`config.mk`:
```
export PLATFORM = sky130hd
export DESIGN_NAME = videogen_scroll
export DESIGN_NICKNAME = d
export VERILOG_FILES = /design/src/rtl/videogen_scroll.sv
export SDC_FILE = /design/constraint.sdc
export NUM_CORES = 1
export LEC_CHECK = 0
export CAP_MARGIN = 20
export CORE_AREA = 5 5 102 104
export CTS_CLUSTER_SIZE = 10
export DETAILED_ROUTE_END_ITERATION = 6
export DIE_AREA = 0 0 107 109
export PLACE_DENSITY_LB_ADDON = 0.2
export SLEW_MARGIN = 0
export SYNTH_ARGS = -nofsm -noshare
export SYNTH_HDL_FRONTEND = slang
export SYNTH_SLANG_ARGS = --single-unit
```
`constraint.sdc`:
```
create_clock -name clk27 -period 4.95 [get_ports clk27]
set_clock_uncertainty 0.15 [all_clocks]
set_input_delay 0.99 -clock clk27 [delete_from_list [all_inputs] [get_ports clk27]]
set_output_delay 0.99 -clock clk27 [all_outputs]
set_load 0.02 [all_outputs]
```
`src/rtl/videogen_scroll.sv`:
```
// videogen_scroll: programmable-timing video pattern generator.
// Produces negative-polarity sync, DE and 24-bit RGB with four frame-latched
// modes: black, 1px checkerboard, 8 colour bars, vertically scrolling LFSR noise.
// Optional build macro VIDEOGEN_SCROLL_COLOR_NOISE_EN: when defined, mode 3
// drives colour noise (R=pix[7:0], G=pix[15:8], B=line_seed[7:0]); when
// undefined, mode 3 is grayscale noise (R=G=B=pix[7:0]).
module videogen_scroll #(
  parameter int          H_SYNCLEN   = 62,
  parameter int          H_BACKPORCH = 60,
  parameter int          H_ACTIVE    = 720,
  parameter int          H_TOTAL     = 858,
  parameter int          V_SYNCLEN   = 6,
  parameter int          V_BACKPORCH = 30,
  parameter int          V_ACTIVE    = 480,
  parameter int          V_TOTAL     = 525,
  parameter int          CNT_W       = 11,
  parameter logic [15:0] LFSR_SEED   = 16'hACE1
) (
  input  logic       clk27,
  input  logic       reset_n,
  input  logic [1:0] mode,
  input  logic [3:0] scroll_speed,
  output logic [7:0] R_out,
  output logic [7:0] G_out,
  output logic [7:0] B_out,
  output logic       HSYNC_out,
  output logic       VSYNC_out,
  output logic       PCLK_out,
  output logic       ENABLE_out,
  output logic       frame_start
);

  localparam int X_START = H_SYNCLEN + H_BACKPORCH;
  localparam int Y_START = V_SYNCLEN + V_BACKPORCH;

  localparam logic [CNT_W-1:0] CNT_ONE    = CNT_W'(1);
  localparam logic [CNT_W-1:0] H_LAST_C   = CNT_W'(H_TOTAL - 1);
  localparam logic [CNT_W-1:0] V_LAST_C   = CNT_W'(V_TOTAL - 1);
  localparam logic [CNT_W-1:0] HS_END_C   = CNT_W'(H_SYNCLEN);
  localparam logic [CNT_W-1:0] VS_END_C   = CNT_W'(V_SYNCLEN);
  localparam logic [CNT_W-1:0] X_START_C  = CNT_W'(X_START);
  localparam logic [CNT_W-1:0] X_END_C    = CNT_W'(X_START + H_ACTIVE);
  localparam logic [CNT_W-1:0] X_PRE_C    = CNT_W'(X_START - 1);
  localparam logic [CNT_W-1:0] Y_START_C  = CNT_W'(Y_START);
  localparam logic [CNT_W-1:0] Y_END_C    = CNT_W'(Y_START + V_ACTIVE);
  localparam logic [CNT_W-1:0] Y_PRE_C    = CNT_W'(Y_START - 1);
  localparam logic [CNT_W-1:0] BAR_LAST_C = CNT_W'(H_ACTIVE / 8 - 1);

  // One Fibonacci step (taps 15,14,12,3); an all-zero state reloads the seed.
  function automatic logic [15:0] lfsr_step(input logic [15:0] s);
    logic [15:0] n;
    if (s == 16'h0000) begin
      n = LFSR_SEED;
    end else begin
      n = {s[14:0], s[15] ^ s[14] ^ s[12] ^ s[3]};
    end
    return n;
  endfunction

  logic [CNT_W-1:0] h_cnt_r, v_cnt_r, bar_sub_r, speed_ext_s;
  logic [2:0]       bar_idx_r;
  logic [1:0]       mode_r;
  logic [3:0]       speed_r;
  logic [15:0]      frame_seed_r, line_seed_r, pix_lfsr_r;
  logic             h_last_s, v_last_s, x_act_s, y_act_s, de_s, noise_s;
  logic [7:0]       red_s, grn_s, blu_s, gray_s;

  assign h_last_s    = (h_cnt_r == H_LAST_C);
  assign v_last_s    = (v_cnt_r == V_LAST_C);
  assign x_act_s     = (h_cnt_r >= X_START_C) && (h_cnt_r < X_END_C);
  assign y_act_s     = (v_cnt_r >= Y_START_C) && (v_cnt_r < Y_END_C);
  assign de_s        = x_act_s && y_act_s;
  assign noise_s     = (mode_r == 2'd3);
  assign speed_ext_s = CNT_W'(speed_r);
  assign gray_s      = (h_cnt_r[0] ^ v_cnt_r[0]) ? 8'hFF : 8'h00;
  assign PCLK_out    = clk27;

  // Horizontal/vertical raster counters.
  always_ff @(posedge clk27 or negedge reset_n) begin
    if (!reset_n) begin
      h_cnt_r <= '0;
      v_cnt_r <= '0;
    end else if (h_last_s) begin
      h_cnt_r <= '0;
      v_cnt_r <= v_last_s ? '0 : v_cnt_r + CNT_ONE;
    end else begin
      h_cnt_r <= h_cnt_r + CNT_ONE;
    end
  end

  // Latch mode and scroll rate on the last cycle of the frame so frames never tear.
  always_ff @(posedge clk27 or negedge reset_n) begin
    if (!reset_n) begin
      mode_r  <= 2'd0;
      speed_r <= 4'd0;
    end else if (h_last_s && v_last_s) begin
      mode_r  <= mode;
      speed_r <= scroll_speed;
    end
  end

  // Colour bar index: cleared outside the active span, advances every H_ACTIVE/8 pixels.
  always_ff @(posedge clk27 or negedge reset_n) begin
    if (!reset_n) begin
      bar_idx_r <= 3'd0;
      bar_sub_r <= '0;
    end else if (!x_act_s) begin
      bar_idx_r <= 3'd0;
      bar_sub_r <= '0;
    end else if (bar_sub_r == BAR_LAST_C) begin
      bar_idx_r <= bar_idx_r + 3'd1;
      bar_sub_r <= '0;
    end else begin
      bar_sub_r <= bar_sub_r + CNT_ONE;
    end
  end

  // Noise LFSRs: frame seed advances scroll_speed lines per frame, line seed per active
  // line, pixel LFSR per active pixel; everything holds outside mode 3.
  always_ff @(posedge clk27 or negedge reset_n) begin
    if (!reset_n) begin
      frame_seed_r <= LFSR_SEED;
      line_seed_r  <= LFSR_SEED;
      pix_lfsr_r   <= LFSR_SEED;
    end else if (noise_s) begin
      if (h_last_s && (v_cnt_r < Y_START_C) && (v_cnt_r < speed_ext_s)) begin
        frame_seed_r <= lfsr_step(frame_seed_r);
      end
      if (h_last_s && (v_cnt_r == Y_PRE_C)) begin
        line_seed_r <= frame_seed_r;
      end else if (h_last_s && y_act_s) begin
        line_seed_r <= lfsr_step(line_seed_r);
      end
      if (h_cnt_r == X_PRE_C) begin
        pix_lfsr_r <= line_seed_r;
      end else if (de_s) begin
        pix_lfsr_r <= lfsr_step(pix_lfsr_r);
      end
    end
  end

  // Pixel colour for the current raster position and latched mode.
  always_comb begin
    red_s = 8'h00;
    grn_s = 8'h00;
    blu_s = 8'h00;
    case (mode_r)
      2'd0: begin
        red_s = 8'h00;
        grn_s = 8'h00;
        blu_s = 8'h00;
      end
      2'd1: begin
        red_s = gray_s;
        grn_s = gray_s;
        blu_s = gray_s;
      end
      2'd2: begin
        red_s = bar_idx_r[1] ? 8'h00 : 8'hBF;
        grn_s = bar_idx_r[2] ? 8'h00 : 8'hBF;
        blu_s = bar_idx_r[0] ? 8'h00 : 8'hBF;
      end
      2'd3: begin
`ifdef VIDEOGEN_SCROLL_COLOR_NOISE_EN
        red_s = pix_lfsr_r[7:0];
        grn_s = pix_lfsr_r[15:8];
        blu_s = line_seed_r[7:0];
`else
        red_s = pix_lfsr_r[7:0];
        grn_s = pix_lfsr_r[7:0];
        blu_s = pix_lfsr_r[7:0];
`endif
      end
      default: begin
        red_s = 8'h00;
        grn_s = 8'h00;
        blu_s = 8'h00;
      end
    endcase
  end

  // Registered sync, DE, frame pulse and RGB, all one cycle behind the counters.
  always_ff @(posedge clk27 or negedge reset_n) begin
    if (!reset_n) begin
      HSYNC_out   <= 1'b0;
      VSYNC_out   <= 1'b0;
      ENABLE_out  <= 1'b0;
      frame_start <= 1'b0;
      R_out       <= 8'h00;
      G_out       <= 8'h00;
      B_out       <= 8'h00;
    end else begin
      HSYNC_out   <= (h_cnt_r >= HS_END_C);
      VSYNC_out   <= (v_cnt_r >= VS_END_C);
      ENABLE_out  <= de_s;
      frame_start <= (h_cnt_r == '0) && (v_cnt_r == '0);
      R_out       <= de_s ? red_s : 8'h00;
      G_out       <= de_s ? grn_s : 8'h00;
      B_out       <= de_s ? blu_s : 8'h00;
    end
  end

endmodule

```
==> reports/qor_table.md <==
| Parameter | Value | Unit |
| --- | --- | --- |
| Run status | finished clean | - |
| Async set-or-reset flop fraction in the synthesized netlist | 100.0 | % |
| Flop2flop setup slack | 1.74 | ns |
| Most common library cell in the layout ignoring fill and taps | dfrtp_1 | - |
| Overall via count from detail_route | 3989 | - |
| Maximum number of pins on one net before global-route repair | 79 | - |
| Proportion of synthesized chip area in sequential cells | 50.00 | % |
| Wirelength, routed | 12080 | um |
| Total of buffers placed on input and output ports | 36 | - |
| Final max-slew violation count | 0 | - |
| Worst IR drop on VDD | 0.3096 | mV |
| DR WL/cell | 17.84 | um |
| Post-Route M1 WL | 5370 | um |
| Global-route wire length before repair | 20290 | um |
| Setup TNS | 0 | ns |
| Required @ worst endpoint | 3.81 | ns |
| Total met3 wirelength after detailed routing | 553 | um |
| Number of hold-slack violations in the final timing report | 0 | - |
| Leading cell types in the layout, fill and taps excluded | 92 x dfrtp_1, 46 x mux2_2, 42 x nor2_1, 35 x clkdlybuf4s50_1, 30 x inv_1 | - |
| Cell Rows | 36 | - |
| Reg-to-Reg Start | h_cnt_r[7] | - |
| Destination of the worst register-to-register timing path | pix_lfsr_r[12] | - |
| Depth of the worst register-to-register path | 5 | - |
| Layout area overhead | 15.81 | % |
| TritonCTS clock tree | done | - |
| Number of nets produced by synthesis | 536 | - |
| Launch point of the critical path | clk27 | - |
| Critical path cell sequence | clkbuf_8 -> clkbuf_8 -> clkdlybuf4s50_1 | - |
| CP max-delay cell | clkdlybuf4s50_1 | - |
| Cell types occupying the most area after synthesis | dfrtp_1 39%, dfstp_2 11%, mux2_2 8.8% | - |
| Internal power summed over all cells | 1.739 | mW |
| Syn. warnings | 0 | - |
| Switching share of power | 21.14 | % |
| Number of I/O pins | 37 | - |
| Number of inserted diodes | 0 | - |
| Average cell area after synthesis | 11.43 | sq um |
| Share of post-route cells with drive strength above 1 | 23.09 | % |
| Number of enable flip-flop cells after synthesis | 0 | - |
| Worst-Skew Late Latency | 0.62 | ns |
| Crit path to | PCLK_out | - |
| Antenna violations before repair | 0 | - |
| Top metal layer carrying routed signals | met4 | - |
| Setup crit end kind | output pin | - |
| Vias per Instance | 5.892 | - |
| Routability Congestion | 0.8628 | - |
| Iteration-0 DRC Markers | 204 | - |
| Number of storage elements in the synthesis netlist | 116 | - |
| Top flip-flop cell by instance count after synthesis | dfrtp_1 | - |
| Total number of nets in the final design | 573 | - |
| Total global routing overflow | 0 | - |
| Relative slew slack | 31.29 | % |
| P per Cell Area | 324.6 | mW/mm^2 |
| Antenna Nets Post-Route | 0 | - |
| Sequential power share | 43.3 | % |
| Routed wl met2 | 5932 | um |
| Actual transition at the worst max-transition pin | 1.027 | ns |
| Unrepaired setup endpoints after global routing | no | - |
| Category of the critical setup timing path | clock port to output pin | - |
| Clock-pin transition on the worst setup and hold timing paths | 0.06 | ns |
| Standby leakage power | 2.947 | nW |
| Class of the tightest hold or removal check | flip-flop to flip-flop | - |
| Sum of net half-perimeters after detailed placement | 8208 | um |
| Core ar. | 0.009459 | sq mm |
| Post-synth top area share | 39.25 | % |
| Detailed-route DRC error count | 0 | - |
| Total standard cell area after synthesis | 0.005866 | sq mm |
| Switching power | 0.4660 | mW |
| Nature of the critical path startpoint | clock port | - |
| Initial core utilization | 62.01 | % |
| Vias in the first global route | 4137 | - |
| Library cells used by synthesis | 56 | - |
| Endpoints failing setup | 0 | - |
| Drt first pass iters | 5 | - |
| Total Die Area | 0.01166 | sq mm |
| Max_cap viols | 0 | - |
| Buffers inserted by post-CTS timing repair | 0 | - |
| Maximum fanout along the worst path | 2 | - |
| Die Span X | 107 | um |
| CTS hold repair buffers | 0 | - |
| Synthesized instance count | 513 | - |
| Library cell with the largest summed area after synthesis | dfrtp_1 | - |
| Fraction of power consumed by combinational cells | 1.7 | % |
| Number of filler cells placed in the layout | 672 | - |
| Max incr delay on CP | 0.52 | ns |
| Final core utilization | 71.81 | % |
| Arrival time reported for the critical path endpoint | 3.22 | ns |
| Total global-route track usage | 22.77 | % |
| Clock group share of total power | 55.0 | % |
| Overall die height | 109 | um |
| Number of gates given a new drive strength after cts | 0 | - |
| Most numerous cell on the critical path | clkbuf_8 | - |
-- worst max-delay path, delay by kind of cell --
kind	cells	cell delay, ns
buffers and inverters	3	0.75
-- synth_stat cells (9+ instances only) --
cell type   n
dfstp_2    24
nand2b_1    9
a21oi_1    25
mux2i_1    24
nor2_1     42
mux2_2     46
nor3_1      9
xor2_1     17
mux2_4      9
nor4_1     10
ha_1       15
xnor2_1    16
dfrtp_1    92
nand4_1    14
nand2_1    29
inv_1      30
-- flip-flops by register name (all words and copies together) (netlist names) --
register and count:
pix_lfsr_r 16, bar_sub_r 11, frame_start 1, bar_idx_r 3, HSYNC_out 1, G_out 7
ENABLE_out 1, speed_r 4, mode_r 2, R_out 7, frame_seed_r 16, B_out 8
v_cnt_r 11, VSYNC_out 1, h_cnt_r 11, line_seed_r 16
-- cell type report --
type | instances | area (sq um) | area share [%]
well taps | 114 | 142.6 | 2.100
inverters | 30 | 112.6 | 1.658
repair buffers | 38 | 370.4 | 5.452
clock inverters | 10 | 108.9 | 1.603
flip-flops and latches | 116 | 2933 | 43.18
multi-input cells | 343 | 2641 | 38.88
clock buffers | 26 | 484.2 | 7.128
-- power by group through the flow --
| stage | registers (mW) | logic (mW) | clock network [mW] |
|---|---|---|---|
| after floorplan | 0.970 | 0.0115 | 0.0236 |
| after CTS | 0.955 | 0.0387 | 1.23 |
| after global placement | 0.971 | 0.0376 | 0.0271 |
| after detailed placement | 0.971 | 0.0383 | 0.0271 |
| final | 0.955 | 0.0371 | 1.21 |
| after global routing | 0.955 | 0.0432 | 1.28 |
-- how the worst min path moves through the flow --
stage | cells past startpoint | slack (ns) | endpoint | from
floorplan | 2 | 0.30 | pix_lfsr_r[11] | pix_lfsr_r[11]
global placement | 2 | 0.31 | pix_lfsr_r[10] | pix_lfsr_r[10]
detailed placement | 2 | 0.33 | pix_lfsr_r[0] | pix_lfsr_r[0]
CTS | 2 | 0.33 | pix_lfsr_r[0] | pix_lfsr_r[0]
global route | 2 | 0.35 | frame_seed_r[5] | frame_seed_r[5]
finish | 2 | 0.33 | pix_lfsr_r[0] | pix_lfsr_r[0]
-- kinds of logic after synthesis --
family / Yosys count / share of synthesized area (%)
adder cells (fa/ha/maj): 15 / 3.200
AND/OR/NAND/NOR: 157 / 15.21
buffers and inverters: 54 / 4.970
flip-flops: 116 / 50.00
AO/OA/AOI/OAI: 58 / 6.271
multiplexers: 80 / 15.42
XOR/XNOR: 33 / 4.927
-- metrics by stage --
stage	std cells	hold slack, ns	power (mW)	cell area (sq um)	worst slack (ns)
floorplan	513	0.2998	1.005	5866	1.201
finish	677	0.3332	2.205	6793	0.5853
global route	677	0.3476	2.283	6793	0.5682
global placement	642	0.3115	1.035	6210	0.8265
detailed placement	642	0.3256	1.036	6210	0.8265
CTS	677	0.3337	2.223	6793	0.5759
-- per-layer routing --
metal / up-vias / global-route usage (%)
met4: 0 / 9.589
met3: 20 / 7.342
met2: 112 / 36.11
met5: - / 0
li1: 1861 / -
met1: 1996 / 29.03
(Power assumes the default switching activity.)
